$ cat config.mk
export PLATFORM = sky130hd
export DESIGN_NAME = gray2bin_arbiter
export DESIGN_NICKNAME = d
export VERILOG_FILES = /design/src/rtl/gray2bin_arb_pkg.sv /design/src/rtl/gray2bin_arbiter_conv.sv /design/src/rtl/gray2bin_arbiter.sv
export SDC_FILE = /design/constraint.sdc
export NUM_CORES = 1
export LEC_CHECK = 0
export CAP_MARGIN = 20
export CORE_ASPECT_RATIO = 1.75
export CORE_MARGIN = 5
export CORE_UTILIZATION = 50
export DETAILED_ROUTE_END_ITERATION = 6
export HOLD_SLACK_MARGIN = 0.08
export PLACE_DENSITY = 0.86
export SYNTH_ARGS = -nofsm -noshare
export SYNTH_HDL_FRONTEND = slang
export SYNTH_SLANG_ARGS = --single-unit
$ cat constraint.sdc
create_clock -name clk -period 7 [get_ports clk]
set_clock_uncertainty 0.2 [all_clocks]
set_input_delay 0.7 -clock clk [delete_from_list [all_inputs] [get_ports clk]]
set_output_delay 0.7 -clock clk [all_outputs]
set_load 0.1 [all_outputs]
$ cat src/rtl/gray2bin_arb_pkg.sv
// Shared constants and state encoding for the Gray-to-binary arbiter.
package gray2bin_arb_pkg;

    localparam int DEF_WIDTH = 4;
    localparam int DEF_NREQ  = 4;
    localparam int DEF_IDW   = 2;
    localparam int DEF_CNTW  = 16;

    // IDLE: output register empty; BUSY: output register holds one operand.
    typedef enum logic {
        IDLE = 1'b0,
        BUSY = 1'b1
    } arb_state_e;

endpackage

$ cat src/rtl/gray2bin_arbiter_conv.sv
// Combinational Gray-to-binary converter, generic in WIDTH.
// Binary bit i is the XOR of all Gray bits at positions i and above.
module gray2bin_arbiter_conv #(
    parameter int WIDTH = 4
) (
    input  logic [WIDTH-1:0] gray_i,
    output logic [WIDTH-1:0] bin_o
);

    for (genvar i = 0; i < WIDTH; i++) begin : g_bit
        assign bin_o[i] = ^(gray_i >> i);
    end

endmodule

$ cat src/rtl/gray2bin_arbiter.sv
// Round-robin arbiter sharing one Gray-to-binary converter among NREQ
// requesters. One registered operand feeds the converter; the result is
// tagged with the granted requester's index.
module gray2bin_arbiter
    import gray2bin_arb_pkg::*;
#(
    parameter int WIDTH = DEF_WIDTH,
    parameter int NREQ  = DEF_NREQ,
    parameter int IDW   = DEF_IDW,
    parameter int CNTW  = DEF_CNTW
) (
    input  logic                  clk,
    input  logic                  rst_n,
    input  logic [NREQ-1:0]       req_valid,
    input  logic [NREQ*WIDTH-1:0] req_gray,
    output logic [NREQ-1:0]       req_ready,
    output logic                  rsp_valid,
    output logic [WIDTH-1:0]      rsp_bin,
    output logic [IDW-1:0]        rsp_id,
    input  logic                  rsp_ready,
    output logic [CNTW-1:0]       conv_count
);

    arb_state_e       state_q, state_d;
    logic [WIDTH-1:0] op_q, op_d;
    logic [IDW-1:0]   id_q, id_d;
    logic [IDW-1:0]   ptr_q, ptr_d;
    logic [CNTW-1:0]  cnt_q, cnt_d;

    logic can_accept;
    logic grant_vld;
    int   grant_idx;
    int   scan_idx;

    assign can_accept = (state_q == IDLE) || rsp_ready;

    // Round-robin pick: first valid requester at or after the pointer, wrapping.
    always_comb begin
        grant_vld = 1'b0;
        grant_idx = 0;
        scan_idx  = 0;
        for (int k = 0; k < NREQ; k++) begin
            scan_idx = int'(ptr_q) + k;
            if (scan_idx >= NREQ) scan_idx = scan_idx - NREQ;
            if (!grant_vld && req_valid[scan_idx]) begin
                grant_vld = 1'b1;
                grant_idx = scan_idx;
            end
        end
        if (!can_accept) grant_vld = 1'b0;
    end

    // Accept strobe is one-hot on the granted requester, zero otherwise.
    always_comb begin
        req_ready = '0;
        if (grant_vld) req_ready[grant_idx] = 1'b1;
    end

    // Next-state: a grant loads the operand (even while retiring a result);
    // a retiring result with no grant empties the register.
    always_comb begin
        state_d = state_q;
        op_d    = op_q;
        id_d    = id_q;
        ptr_d   = ptr_q;
        cnt_d   = cnt_q;
        if (state_q == BUSY && rsp_ready) begin
            cnt_d = cnt_q + CNTW'(1);
        end
        if (grant_vld) begin
            state_d = BUSY;
            op_d    = req_gray[grant_idx*WIDTH +: WIDTH];
            id_d    = IDW'(grant_idx);
            ptr_d   = (grant_idx == NREQ - 1) ? '0 : IDW'(grant_idx + 1);
        end else if (state_q == BUSY && rsp_ready) begin
            state_d = IDLE;
        end
    end

    // State and datapath registers; reset discards any held result.
    always_ff @(posedge clk or negedge rst_n) begin
        if (!rst_n) begin
            state_q <= IDLE;
            op_q    <= '0;
            id_q    <= '0;
            ptr_q   <= '0;
            cnt_q   <= '0;
        end else begin
            state_q <= state_d;
            op_q    <= op_d;
            id_q    <= id_d;
            ptr_q   <= ptr_d;
            cnt_q   <= cnt_d;
        end
    end

    gray2bin_arbiter_conv #(.WIDTH(WIDTH)) u_conv (
        .gray_i (op_q),
        .bin_o  (rsp_bin)
    );

    assign rsp_valid  = (state_q == BUSY);
    assign rsp_id     = id_q;
    assign conv_count = cnt_q;

endmodule

* After elaboration in Yosys (flattened, before gate mapping)
Index checks and enable logic that the tools add are counted.
W data, S select, Z words.
** Word-level totals
- Register bits after elaboration :: 25
- Bits of input ports :: 23
- Output and inout bits :: 27
- Word-level logic and storage cells :: 72
** Operators by class
- Add/subtract/negate cells :: 9
- Order comparisons :: 10
- Equality and inequality tests :: 1
- Shifts and indexed selects :: 1
- Muxes and demuxes :: 31
- Bitwise operators :: 1
- Reductions and logical operators :: 14
** Operators with widths (count)
- $mux W32 :: 8
- $lt A32 B4 Y1 const B :: 5
- $eq A32 B3 Y1 const B :: 1
- $ge A32 B1 Y1 const B :: 1
- $shiftx A16 B32 Y4 :: 1
- $add A16 B1 Y16 const B :: 1
- $mux W1 :: 16
- $reduce_xor A4 Y1 :: 4
- $sub A3 B3 Y4 const B :: 3
- $ge A3 B3 Y1 const B :: 3
- $bmux W1 S2 :: 4
- $add A2 B2 Y3 const B :: 2
- $logic_and A1 B1 Y1 :: 5
- $mux W4 :: 1
- $sub A2 B3 Y4 const B :: 1
- $add A2 B1 Y3 const B :: 1
- $ge A2 B3 Y1 const B :: 1
- $logic_not A1 Y1 :: 3
- $add A2 B2 Y2 const B :: 1
- $demux W1 S2 :: 1
- $mux W2 :: 1
- $reduce_bool A2 Y1 :: 1
- $logic_or A1 B1 Y1 :: 1
- $not A1 Y1 :: 1

* Depth between registers and ports, before layout
Gate-level depths: netlist of run 1.
- Depth in word-level cells :: 20
- Mapped depth :: 10

* By module
From an unflattened synthesis of run 1, not the netlist that was laid out.
** Second synthesis, totals
- Cells, all modules :: 176
- Area total of the unflattened synthesis :: 1744.2 um2
** Modules (own cells, without submodules)
- gray2bin_arbiter :: times used 1, cells an instance 171, area an instance 1694.1 um2, sequential area each 625.6 um2
- gray2bin_arbiter_conv :: times used 1, cells an instance 5, area an instance 50.0 um2, sequential area each 0.0 um2

* Worst setup path before layout of run 1
OpenSTA, ideal clock, no wires.
- Path kind :: register to output
- Start :: register op_q[3]
- End :: output port rsp_bin[0]
- Arrival :: 4.947 ns
- Data required time :: 6.100 ns
- Path slack :: 1.153 ns
- Stages on the path, launching flop included :: 4
- Buffers on the path :: 0
- Cells stage by stage :: dfrtp_1 > xor2_1 > xor2_1 > xor2_1
** Between the ends
- Word-level cells in the longest chain between the ends :: 1
** Ends and longest elaborated chain
- start, declared :: line gray2bin_arbiter.sv:25 : logic [WIDTH-1:0] op_q, op_d;
- start signal, assigned :: line gray2bin_arbiter.sv:90 : op_q <= op_d;
- $reduce_xor A4 Y1 :: line gray2bin_arbiter_conv.sv:11 : assign bin_o[i] = ^(gray_i >> i);
- end, declared :: line gray2bin_arbiter.sv:18 : output logic [WIDTH-1:0] rsp_bin,
Every way passes these cells.

==> impl_metrics.yaml, run 1 <==
floorplan:
  core-area_sq_um: 3180
  die_h_um: 86.1
  ios: 50
  die_area_sq_um: 4610
  die_w_um: 53.5
  std_cell_rows: 27
  start_util: 0.521
critical_path:
  r2r_end: "op_q[1]"
  worstSetupEndpointType: "output pin"
  crit_arrival_ps: 4370
  critPathLaunchType: "register"
  crit-reg2reg-launch: "ptr_q[0]"
  r2r_cells: 8
  cp_max_fo: 16
  r2r_slack_ps: 3550
  required_ps: 6100
  crit_type: "register to output pin"
place:
  numPortBuffers: 49
  placed_cells: 224
  hpwl_mm: 2.90
  gp_congestion: 0.761
timing:
  max_freq_mhz: 190
  relSlewSlack: 0.311
  setup_viol: 0
  drv_slew: 0
  setup_tns_ps: 0
  rsz0062_at_grt: "no"
  hold_viol_final: 0
  worst_pin_slew_ps: 1020
  min_period_ps: 5270
  fin_crit_sh: 0.753
global_route:
  antenna_found_initial: 0
  grt_pass1_vias: 1292
  grt_usage: 0.167
  grt-ovfl-total: 0
  grt_first_pass_wirelength_mm: 5.82
  grt_max_degree: 26
detailed_routing:
  wl_met3_um: 129
  wirelength_mm: 3.40
  wl_per_cell_um: 14.9
  drt-initial-drc-count: 17
  firstDrtPassIters: 4
  viasPerCell: 5.45
  top_layer: "met4"
  wl_met2_mm: 1.94
  antenna_left: 0
  vias: 1249
  met1Wirelength_mm: 1.22
  drc_errors: 0
yosys:
  synth_common_cells: "dfrtp_1 (25), xnor2_1 (15), nand2_1 (12)"
  ys_seq_elements: 25
  synth_edf_count: 0
  synth_cell_types: 45
  synth_top_flop_cell: "dfrtp_1"
  syn_area_sq_um: 1660
  syn_inst: 136
  syn_avg_cell_area_sq_um: 12.2
  syn_nets: 169
  synth.most_common_cell: "dfrtp_1"
  synth_top_area_cell: "dfrtp_1"
  ys_async_sr_fraction: 1.00
  synth_top_area_frac: 0.378
  synth.area.top_cells: "dfrtp_1 (38%), xnor2_1 (7.9%), ha_1 (7.6%), mux4_1 (6.3%), mux4_2 (4.1%)"
  ys_seq_area_frac: 0.378
  yosys_warnings: 0
min_path:
  hold_class: "register to register"
  hold_depth: 1
  hold_path_startpoint: "conv_count[15]"
  holdPathEnd: "conv_count[15]"
status:
  status: "finished clean"
clocking:
  h-tree-depth: 1
  cts_tree: "done"
  cts_root_buf: "clkbuf_8"
  cts_buffers: 3
  clk_pin_slew_ps: 80
  cts-resized-gates: 0
  cts_setup_buffers: 0
  ctsLongestPathBuffers: 2
  cts_sinks: 25
  cts_hold_buf: 0
  clk_latency_ps: 260
finish:
  area_growth_pct: 35.3
  diodes: 0
  layout-drive-gt1-share: 0.118
  stdcell_count: 229
  fillers: 262
  final_nets: 220
  seqCellArea_sq_um: 626
  multi_input_area_sq_um: 981
flow_run:
  maxCapViolCount: 0
## metrics by stage
step	hold WS, ps	area (sq um)	utilization	setup slack [ps]
floorplan	204	1660	-	1150
global placement	263	2170	0.682	2030
detailed placement	262	2170	0.682	1980
CTS	278	2210	0.697	1690
global route	316	2240	0.705	1490
finish	273	2240	0.705	1730
## worst max-delay path, cell delays in order (launching register included)
cell	delay, ps
dfrtp_1	750
inv_1	190
ha_1	500
mux4_2	390
or3_4	420
nor2_4	140
o32a_4	240
ha_1	170
and2_1	160
clkdlybuf4s50_1	1140
## cells in the final DEF, fill, tap and decap left out, types with 2 or more instances in the layout
| cell type | n |
|---|---|
| nor2_1 | 2 |
| nand3_1 | 4 |
| xnor2_1 | 15 |
| nand4_1 | 4 |
| a22o_1 | 4 |
| o21ai_1 | 3 |
| and2_1 | 5 |
| xor2_1 | 4 |
| dfrtp_1 | 25 |
| clkdlybuf4s50_1 | 49 |
| and4_1 | 2 |
| mux4_1 | 4 |
| ha_1 | 10 |
| nand2_1 | 12 |
| clkbuf_8 | 3 |
| mux2_4 | 2 |
| inv_1 | 3 |
| mux4_2 | 3 |
| a21oi_2 | 2 |
| mux2i_1 | 3 |
| nand3b_1 | 2 |
## metal layers
| layer | up-vias | global-route usage |
|---|---|---|
| met5 | - | 0 |
| met4 | 0 | 0.0837 |
| met3 | 10 | 0.0122 |
| met2 | 39 | 0.315 |
| met1 | 599 | 0.171 |
| li1 | 601 | - |
## area by class of cell
class | count | share of cell area
Sequential cell | 25 | 0.279
Multi-Input combinational cell | 103 | 0.438
Clock inverter | 1 | 0.00335
Inverter | 4 | 0.00670
Tap cell | 43 | 0.0240
Timing Repair Buffer | 50 | 0.230
Clock buffer | 3 | 0.0184
## logic make-up (layout without fill, tap and decap cells)
family                   after synthesis  count (layout)  synth area share
AO/OA/AOI/OAI                         19              19             0.108
adder cells (fa/ha/maj)               10              10            0.0756
flip-flops                            25              25             0.378
buffers and inverters                  8              58            0.0295
XOR/XNOR                              19              19             0.101
multiplexers                          15              15             0.168
AND/OR/NAND/NOR                       40              40             0.141
## worst max-delay path by stage
stage | start | slack (ps) | to | depth (start not counted)
detailed placement | req_valid[0] | 1980 | req_ready[0] | 6
finish | ptr_q[0] | 1730 | req_ready[3] | 9
CTS | ptr_q[0] | 1690 | req_ready[3] | 9
global route | ptr_q[0] | 1490 | req_ready[3] | 9
global placement | req_valid[2] | 2030 | req_ready[3] | 6
floorplan | op_q[3] | 1150 | rsp_bin[0] | 3
## flip-flops by register name (all words and copies together) (netlist names)
signal / flops
ptr_q: 2
op_q: 4
conv_count: 16
rsp_id: 2
rsp_valid: 1
Power of run 1 is left out: the tool's default activity adds up to more than one toggle a clock period on the data nets, which glitch-free logic cannot reach.
==> run 2: changes to the inputs <==
--- a/config.mk
+++ b/config.mk
@@ -8,10 +8,10 @@
 export CAP_MARGIN = 20
 export CORE_ASPECT_RATIO = 1.75
 export CORE_MARGIN = 5
-export CORE_UTILIZATION = 50
+export CORE_UTILIZATION = 42
 export DETAILED_ROUTE_END_ITERATION = 6
 export HOLD_SLACK_MARGIN = 0.08
-export PLACE_DENSITY = 0.86
+export PLACE_DENSITY = 0.78
 export SYNTH_ARGS = -nofsm -noshare
 export SYNTH_HDL_FRONTEND = slang
 export SYNTH_SLANG_ARGS = --single-unit
==> constraint.sdc (replaced) <==
create_clock -name clk -period 4.75 [get_ports clk]
set_clock_uncertainty 0.2 [all_clocks]
set_input_delay 0.475 -clock clk [delete_from_list [all_inputs] [get_ports clk]]
set_output_delay 0.475 -clock clk [all_outputs]
set_load 0.1 [all_outputs]
==> impl_metrics.yaml, run 2 (synthesis results as in run 1) <==
timing:
  rsz0062_at_grt: "no"
  max_freq_mhz: 249
  setup_viol: 0
  hold_viol_final: 0
  min_period_ps: 4010
  relSlewSlack: 0.342
  worst_pin_slew_ps: 985
  drv_slew: 0
  setup_tns_ps: 0
  fin_crit_sh: 0.845
flow_run:
  maxCapViolCount: 0
critical_path:
  required_ps: 4070
  worstSetupEndpointType: "output pin"
  r2r_slack_ps: 1530
  cp_max_fo: 11
  crit_arrival_ps: 3340
  critPathLaunchType: "register"
  crit_type: "register to output pin"
global_route:
  grt-ovfl-total: 0
  grt_max_degree: 26
  grt_usage: 0.155
  antenna_found_initial: 0
  grt_pass1_vias: 1296
  grt_first_pass_wirelength_mm: 6.61
clocking:
  cts_root_buf: "clkbuf_8"
  ctsLongestPathBuffers: 2
  cts-resized-gates: 0
  cts_tree: "done"
  h-tree-depth: 1
  cts_hold_buf: 0
  clk_latency_ps: 260
  cts_buffers: 3
  cts_sinks: 25
  clk_pin_slew_ps: 80
  cts_setup_buffers: 0
finish:
  layout.cells.most_common_list: "clkdlybuf4s50_1 (45), dfrtp_1 (25), xnor2_1 (15), nand2_1 (12), ha_1 (10)"
  largest_reg_flops: 16
  final_common_cell: "clkdlybuf4s50_1"
  diodes: 0
  layout-drive-gt1-share: 0.154
  area_growth_pct: 36.8
  fillers: 334
  final_nets: 222
detailed_routing:
  drc_errors: 0
  firstDrtPassIters: 4
  drt-initial-drc-count: 19
  met1Wirelength_mm: 1.38
  wl_met2_mm: 2.21
  wirelength_mm: 3.81
  wl_met3_um: 169
  top_layer: "met4"
  viasPerCell: 5.46
  vias: 1288
  wl_per_cell_um: 16.1
  antenna_left: 0
place:
  gp_congestion: 0.808
  hpwl_mm: 3.16
  numPortBuffers: 49
floorplan:
  ios: 50
  start_util: 0.428
  std_cell_rows: 30
  die_h_um: 93.1
  die_w_um: 57.5
  core-area_sq_um: 3870
  die_area_sq_um: 5350
min_path:
  hold_class: "register to register"
status:
  status: "finished clean"
run 2: changes by cell type in the layout (fill, tap and decap cells not counted), sizes merged:
| cell | change |
|---|---|
| clkinvlp | -1 |
| buf | +7 |
| clkdlybuf4s50 | -4 |
run 2: path summary, 6_finish.rpt:
kind / from / depth (start not counted) / to
worst max-delay path: ptr_q[1] / 9 / req_ready[3]
worst min-delay path: conv_count[15] / 1 / conv_count[15]
worst max register to register: ptr_q[1] / 8 / op_q[2]
worst min register to register: conv_count[15] / 1 / conv_count[15]
max in group asynchronous: rst_n / 2 / conv_count[4]
min in group asynchronous: rst_n / 1 / conv_count[7]
run 2: through the flow:
step / utilization / hold WS [ps] / setup slack, ps / cells / instance area (sq um)
finish: 0.586 / 278 / 738 / 236 / 2260
global route: 0.586 / 312 / 541 / 236 / 2260
CTS: 0.579 / 285 / 731 / 235 / 2240
detailed placement: 0.567 / 270 / 1050 / 231 / 2190
global placement: 0.567 / 261 / 1170 / 231 / 2190
floorplan: - / -20.6 / 204 / 136 / 1670
run 2: critical path, stage by stage, from the launching register on:
cell	delay (ps)
dfrtp_1	580
inv_1	170
ha_1	480
mux4_2	390
or3_4	420
nor2_4	130
o32a_4	240
ha_1	190
and2_1	170
buf_4	300
run 2: layer usage:
layer  track usage  up-vias
li1              -      609
met1         0.171      644
met2         0.299       31
met3        0.0235        4
met4        0.0368        0
met5             0        -
run 2: final cells by class:
| class | instances | area, sq um | area share |
|---|---|---|---|
| inverter | 4 | 15.0 | 0.00663 |
| timing repair buffer | 52 | 523 | 0.231 |
| clock buffer | 4 | 45.0 | 0.0199 |
| multi-input combinational | 103 | 996 | 0.440 |
| sequential | 25 | 626 | 0.276 |
| tap | 48 | 60.1 | 0.0265 |
Power of run 2 is left out for the same reason.
==> run 3: changes to the inputs <==
--- a/config.mk
+++ b/config.mk
@@ -8,10 +8,10 @@
 export CAP_MARGIN = 20
 export CORE_ASPECT_RATIO = 1.75
 export CORE_MARGIN = 5
-export CORE_UTILIZATION = 42
+export CORE_UTILIZATION = 47
 export DETAILED_ROUTE_END_ITERATION = 6
 export HOLD_SLACK_MARGIN = 0.08
-export PLACE_DENSITY = 0.78
+export PLACE_DENSITY = 0.82
 export SYNTH_ARGS = -nofsm -noshare
 export SYNTH_HDL_FRONTEND = slang
 export SYNTH_SLANG_ARGS = --single-unit
==> constraint.sdc (replaced) <==
create_clock -name clk -period 3.9 [get_ports clk]
set_clock_uncertainty 0.2 [all_clocks]
set_input_delay 0.39 -clock clk [delete_from_list [all_inputs] [get_ports clk]]
set_output_delay 0.39 -clock clk [all_outputs]
set_load 0.1 [all_outputs]
==> impl_metrics.yaml, run 3 (synthesis results as in run 1) <==
status:
  status: "finished clean"
place:
  place_area_sq_um: 2260
  gp_congestion: 0.940
  hpwl_mm: 3.11
  numPortBuffers: 49
clocking:
  ctsLongestPathBuffers: 2
  clk_latency_ps: 260
  h-tree-depth: 1
  cts_tree: "done"
  cts_sinks: 25
  cts_root_buf: "clkbuf_8"
  clk_pin_slew_ps: 80
  cts_buffers: 3
  cts-resized-gates: 0
  cts_hold_buf: 0
  cts_setup_buffers: 0
floorplan:
  die_h_um: 88.5
  die_area_sq_um: 4860
  die_w_um: 54.9
  start_util: 0.487
  ios: 50
  std_cell_rows: 28
  core-area_sq_um: 3400
finish:
  final_util: 0.687
  layout.cells.most_common_list: "clkdlybuf4s50_1 (43), dfrtp_1 (25), xnor2_1 (15), nand2_1 (12), ha_1 (10)"
  largest_reg_flops: 16
  layout-drive-gt1-share: 0.180
  fin_area_sq_um: 2330
  area_growth_pct: 41.0
  diodes: 0
  final_nets: 223
  final_common_cell: "clkdlybuf4s50_1"
critical_path:
  path_cells: "inv_1, ha_1, mux4_2, or3_4, nor2_4, o32a_4, ha_1, and2_1, buf_12"
  crit_family: "simple AND/OR/NAND/NOR gates"
  worstSetupEndpointType: "output pin"
  critPathCapture: "req_ready[3]"
  slowest_delay_ps: 450
  crit-reg2reg-launch: "ptr_q[1]"
  crit_top_cell: "ha_1"
  critPathBufInv: 2
  critPathLaunchType: "register"
  r2r_cells: 8
  crit_cells: 9
  worstSetupStartpoint: "ptr_q[1]"
  r2r_end: "op_q[2]"
  crit_type: "register to output pin"
  required_ps: 3310
  crit_arrival_ps: 2950
  cp_max_fo: 7
  crit_slowest_cell: "ha_1"
  r2r_slack_ps: 980
detailed_routing:
  firstDrtPassIters: 4
  wirelength_mm: 3.73
  viasPerCell: 5.38
  drt-initial-drc-count: 34
  wl_per_cell_um: 15.9
  antenna_left: 0
  vias: 1258
  drc_errors: 0
timing:
  max_freq_mhz: 282
  min_period_ps: 3540
  holdWs_ps: 170
  relSlewSlack: 0.337
  setup_viol: 0
  hold_viol_final: 0
  drv_slew: 0
  rsz0062_at_grt: "no"
  setup_tns_ps: 0
  worst_pin_slew_ps: 991
  fin_crit_sh: 0.908
flow_run:
  maxCapViolCount: 0
global_route:
  grt_max_degree: 26
  grt-ovfl-total: 0
  grt_usage: 0.168
  grt_first_pass_wirelength_mm: 6.03
  antenna_found_initial: 0
  grt_pass1_vias: 1287
min_path:
  hold_class: "primary input to async pin"
## run 3: stage by stage
step	std cells	setup WS, ps
2_1_floorplan	136	158
3_5_place_dp	229	488
5_1_grt	234	206
6_report	234	358
4_1_cts	233	355
3_3_place_gp	229	550
## run 3: layout make-up
type,count,area (sq um)
tap,45,56.3
multi-input combinational,103,1010
clock inverter,1,5.00
inverter,4,15.0
clock buffer,3,41.3
sequential,25,626
fill,270,1060
timing repair buffer,53,576
## run 3: routing by layer
layer / track usage / share of wire
met4: 0.0726 / 0.019
met3: 0.0219 / 0.029
met2: 0.314 / 0.59
met5: 0 / 0
met1: 0.178 / 0.37
## run 3: worst reg2reg max path: stages (launching register included)
cell	delay (ps)
dfrtp_1	370
inv_1	90
ha_1	450
mux4_2	400
or3_4	420
nor2_4	130
o32a_4	240
mux4_1	300
a22o_1	210
## run 3: worst min path at each step
| stage | from | to | slack, ps |
|---|---|---|---|
| finish | rst_n | conv_count[5] | 170 |
| detailed placement | conv_count[15] | conv_count[15] | 270 |
| global placement | conv_count[15] | conv_count[15] | 260 |
| floorplan | rst_n | conv_count[0] | -110 |
| CTS | conv_count[15] | conv_count[15] | 290 |
| global route | rst_n | op_q[0] | 180 |
Power of run 3 is left out for the same reason.
==> patch 1: new RTL, settings of run 2 <==
Change the package constant `DEF_IDW` from 2 to 1.
--- a/src/rtl/gray2bin_arb_pkg.sv
+++ b/src/rtl/gray2bin_arb_pkg.sv
@@ -3,7 +3,7 @@
 
     localparam int DEF_WIDTH = 4;
     localparam int DEF_NREQ  = 4;
-    localparam int DEF_IDW   = 2;
+    localparam int DEF_IDW   = 1;
     localparam int DEF_CNTW  = 16;
 
     // IDLE: output register empty; BUSY: output register holds one operand.
Interface: changed (resized rsp_id); port bits go from 50 to 49. No check against the original RTL was run, so the function may have changed too.
==> patch 1 against run 2 <==
- area after synthesis fell by 29%
- non-clock buffer count shrank 3
- worst hold slack worse by 0.0069 ns
- wire length is 28% lower
- cell area decreased by 23%
- sequential share of layout area rose by 5.2 points
- setup slack improved by 0.46 ns
- sequential cell count down 2
- critical path type is now in -> out
==> patch 1: results (changes against run 2) <==
clk_path_buf_depth: 2  # unchanged
cp_slowest_stage_delay_ns: 1.13  # +0.55 ns
status: "complete, no violations"
drt_iter0_drc: 3  # -16
synth-compound-area-share_pct: 7.25  # -3.6 points
min_path_type: "in -> async"
synth_xor_area_share_pct: 13.4  # +3.4 points
grt_pass1_wl_mm: 4.67  # -29%
post-place-ws_ns: 1.19  # +0.149 ns
track_usage_pct: 14.7  # -0.77 points
layout-drive-gt1-share_pct: 12.1  # -3.3 points
r2r_slack_ns: 3.02  # +1.49 ns
io_buffers: 48  # -2.0%
met1_length_um: 932  # -32%
wirelength_mm: 2.74  # -28%
clock_power_share_pct: 12.7
synthTopCellsByCount: "dfrtp_1 (23), nor2_1 (12), xnor2_1 (10)"
grt_pass1_vias: 1105  # -15%
crit_slowest_cell: "clkdlybuf4s50_1"
placed_cell_area_um2: 1680  # -23%
synthArstFlopShare_pct: 100  # unchanged
grt_max_degree: 24  # -7.7%
gp_congestion: 0.778  # -3.7%
dr_wl_met2_mm: 1.49  # -33%
yosysSeqAreaShare_pct: 49.0  # +11 points
synthTopCellsByArea: "dfrtp_1 (49%), xnor2_1 (7.5%), xor2_1 (6.0%), nor2_1 (3.8%), mux2i_1 (3.4%)"
fin_crit_sh_pct: 74.9  # -9.6 points
cp_top_family: "buffers and inverters"
synth.distinct_cells: 29  # -36%
wl_met3_um: 295  # +75%
synth_fa_ha_area_share_pct: 1.07  # -6.5 points
worstPathArrival_ns: 2.88  # -0.46 ns
largest_register_ffs: 16  # unchanged
muxShareOfSynthArea_pct: 4.37  # -12 points
nNetsFinal: 182  # -18%
synth_fp_nets: 130  # -23%
firstDrtPassIters: 3  # -1
max_slew.worst_pin.slew_ns: 0.991  # +0.00662 ns
hpwl_mm: 2.30  # -27%
viasPerCell: 5.48  # +0.38%
postCtsSetupBuffers: 0  # unchanged
whs_ns: 0.271  # -0.00693 ns
cp_max_fo: 7  # -4
-- patch 1: cell count changes in the layout (fill, tap and decap cells not counted), sizes merged, moves of 4 or more --
cell / delta
a221oi: +4
a22o: -4
ha: -9
inv: -4
mux4: -7
nand2: -6
nor2: +9
o22ai: +4
xnor2: -5
xor2: +4
-- patch 1: metrics by stage --
step / cells / utilization, %
2_1_floorplan: 106 / -
3_3_place_gp: 179 / 62.5
3_5_place_dp: 179 / 62.5
4_1_cts: 183 / 64.2
5_1_grt: 184 / 65.2
6_report: 184 / 65.2
-- patch 1: area by class of cell --
cell class | count | area [µm²]
Fill cell | 238 | 936
Multi-Input combinational cell | 81 | 599
Sequential cell | 23 | 576
Timing Repair Buffer | 49 | 500
Clock buffer | 4 | 45.0
Tap cell | 27 | 33.8
-- patch 1: path summary, 6_finish.rpt --
| path | from | end | depth (start not counted) |
|---|---|---|---|
| min in group clk | conv_count[15]$_DFFE_PN0P_ | conv_count[15]$_DFFE_PN0P_ | 1 |
| worst min register to register | conv_count[15]$_DFFE_PN0P_ | conv_count[15]$_DFFE_PN0P_ | 1 |
| max in group asynchronous | rst_n | conv_count[4]$_DFFE_PN0P_ | 2 |
| worst max-delay path | req_valid[1] | req_ready[1] | 5 |
| worst min-delay path | rst_n | conv_count[12]$_DFFE_PN0P_ | 1 |
| worst max register to register | conv_count[0]$_DFFE_PN0P_ | conv_count[8]$_DFFE_PN0P_ | 5 |
-- patch 1: routing by layer --
layer / GRT usage (%) / vias up
li1: - / 479
met1: 13.8 / 476
met2: 28.6 / 49
met3: 4.30 / 4
met4: 5.51 / 0
met5: 0 / -
==> patch 2: new RTL, config.mk and constraints of run 2 <==
Made on the original files. Make the reset (`rst_n`) synchronous in one clocked block.
--- a/src/rtl/gray2bin_arbiter.sv
+++ b/src/rtl/gray2bin_arbiter.sv
@@ -78,7 +78,7 @@
     end
 
     // State and datapath registers; reset discards any held result.
-    always_ff @(posedge clk or negedge rst_n) begin
+    always_ff @(posedge clk) begin
         if (!rst_n) begin
             state_q <= IDLE;
             op_q    <= '0;
Behaviour: differs if rst_n is asserted again (counterexample within 4 cycles, from zero or initial values and one cycle with rst_n low); with rst_n held inactive, the same outputs for 10 cycles.
==> patch 2 against run 2 <==
- non-clock buffer count is 2 lower
- area after synthesis is 3.9% higher
- cell area is 0.99% higher
- setup slack worse by 0.059 ns
- critical path depth is 1 higher
- sequential cell count stayed put
- wire length is 1.1% higher
- register-to-register slack worse by 0.26 ns
- first-iteration DRC count is 37% higher
- final cell count is 17% higher
- critical path type unchanged
- highest routed layer unchanged
==> patch 2: results (changes against run 2) <==
min_from: "rsp_id[1]$_SDFFE_PN0P_"
worstPathArrival_ns: 3.40  # +0.06 ns
synth_ff_type: "dfxtp_1"
synth.distinct_cells: 43  # -4.4%
viasPerCell: 5.39  # -1.3%
h-tree-depth: 1  # unchanged
firstDrtPassIters: 4  # unchanged
grt_pass1_wl_mm: 6.57  # -0.64%
track_usage_pct: 15.1  # -0.38 points
placed_cell_area_um2: 2240  # +2.3%
grt_pass1_vias: 1470  # +13%
ctsResizeCount: 0  # unchanged
n_antenna_cell: 0  # unchanged
yosysSeqAreaShare_pct: 29.1  # -8.7 points
p_leak_nw: 0.879
drt_iter0_drc: 26  # +7
nNetsFinal: 263  # +18%
antenna_found_initial: 0  # unchanged
grt_max_degree: 25  # -3.8%
clk_path_buf_depth: 2  # unchanged
layout-drive-gt1-share_pct: 10.0  # -5.4 points
min_path_type: "reg -> reg"
status: "complete, no violations"
fillers: 354  # +6.0%
postCtsSetupBuffers: 0  # unchanged
gp_congestion: 0.836  # +3.5%
crit_start: "ptr_q[0]$_SDFFE_PN0P_"
synthTopCellsByCount: "dfxtp_1 (25), nand2_1 (17), and2_1 (15)"
crit_slowest_cell: "dfxtp_1"
max_slew.worst_pin.slew_ns: 0.989  # +0.00420 ns
hold_depth: 2  # +1
ff2ff_path_depth: 10  # +2
cts-root-buf: "clkbuf_8"
wl_per_cell_um: 13.9  # -14%
synthTopCellsByArea: "dfxtp_1 (29%), ha_1 (7.3%), mux2i_1 (6.4%), xnor2_1 (6.1%), and2_1 (5.5%)"
ir_drop_mv: 0.675
hpwl_mm: 3.10  # -2.1%
post-place-ws_ns: 0.969  # -0.0766 ns
numCtsBuffers: 3  # unchanged
io_buffers: 49  # unchanged
clk_latency_ns: 0.27
largest_register_ffs: 16  # unchanged
synth_fp_nets: 218  # +29%
yosysWarnings: 0  # unchanged
synthArstFlopShare_pct: 0  # -100 points
cp_slowest_stage_delay_ns: 0.75  # +0.17 ns
cp_max_fo: 16  # +5
path_clk_slew_ns: 0.08  # about the same
cp_top_family: "simple AND/OR/NAND/NOR gates"
patch 2: path summary, 6_finish.rpt:
kind / endpoint / slack, ns
worst max-delay path: req_ready[1] / 0.68
worst min-delay path: rsp_id[1]$_SDFFE_PN0P_ / 0.27
worst max register to register: ptr_q[0]$_SDFFE_PN0P_ / 1.27
worst min register to register: rsp_id[1]$_SDFFE_PN0P_ / 0.27
patch 2: logic make-up (layout without fill, tap and decap cells):
family / after synthesis / after routing / share of synthesized area (%)
DFF: 25 / 25 / 29.1
buffers and inverters: 16 / 60 / 5.16
adders and majority gates: 10 / 10 / 7.27
AOI/OAI and AO/OA: 25 / 25 / 11.9
xor gates and xnor gates: 16 / 16 / 8.15
and+or+nand+nor: 76 / 76 / 25.5
muxes: 17 / 17 / 12.9
patch 2: cell type report:
| cell class | count | area (µm²) | share of cell area (%) |
|---|---|---|---|
| multi-input combinational | 144 | 1150 | 50.1 |
| sequential | 25 | 500 | 21.9 |
| tap | 48 | 60.1 | 2.63 |
| inverter | 6 | 22.5 | 0.985 |
| timing repair buffer | 50 | 513 | 22.4 |
| clock buffer | 4 | 45.0 | 1.97 |
patch 2: stage by stage:
stage	util [%]	cells
after floorplan	-	185
after global placement	56.9	273
after detailed placement	56.9	273
after CTS	58.0	277
after global routing	58.0	277
final	58.0	277
patch 2: report_power, final:
group / total, W / switching (W) / internal, W
clock network: 0.000126 / 0.0000658 / 0.0000601
registers: 0.000295 / 0.0000523 / 0.000242
logic: 0.00117 / 0.000805 / 0.000362
patch 2: per-layer routing:
metal / global-route usage [%] / wire (µm) / part of all wire (%) / vias to the layer above
met1: 15.6 / 1460 / 38 / 700
met3: 2.33 / 179 / 4.6 / 9
met4: 8.32 / 125 / 3.2 / 0
met2: 28.1 / 2080 / 54 / 37
li1: - / - / - / 746
met5: 0 / 0 / 0 / -
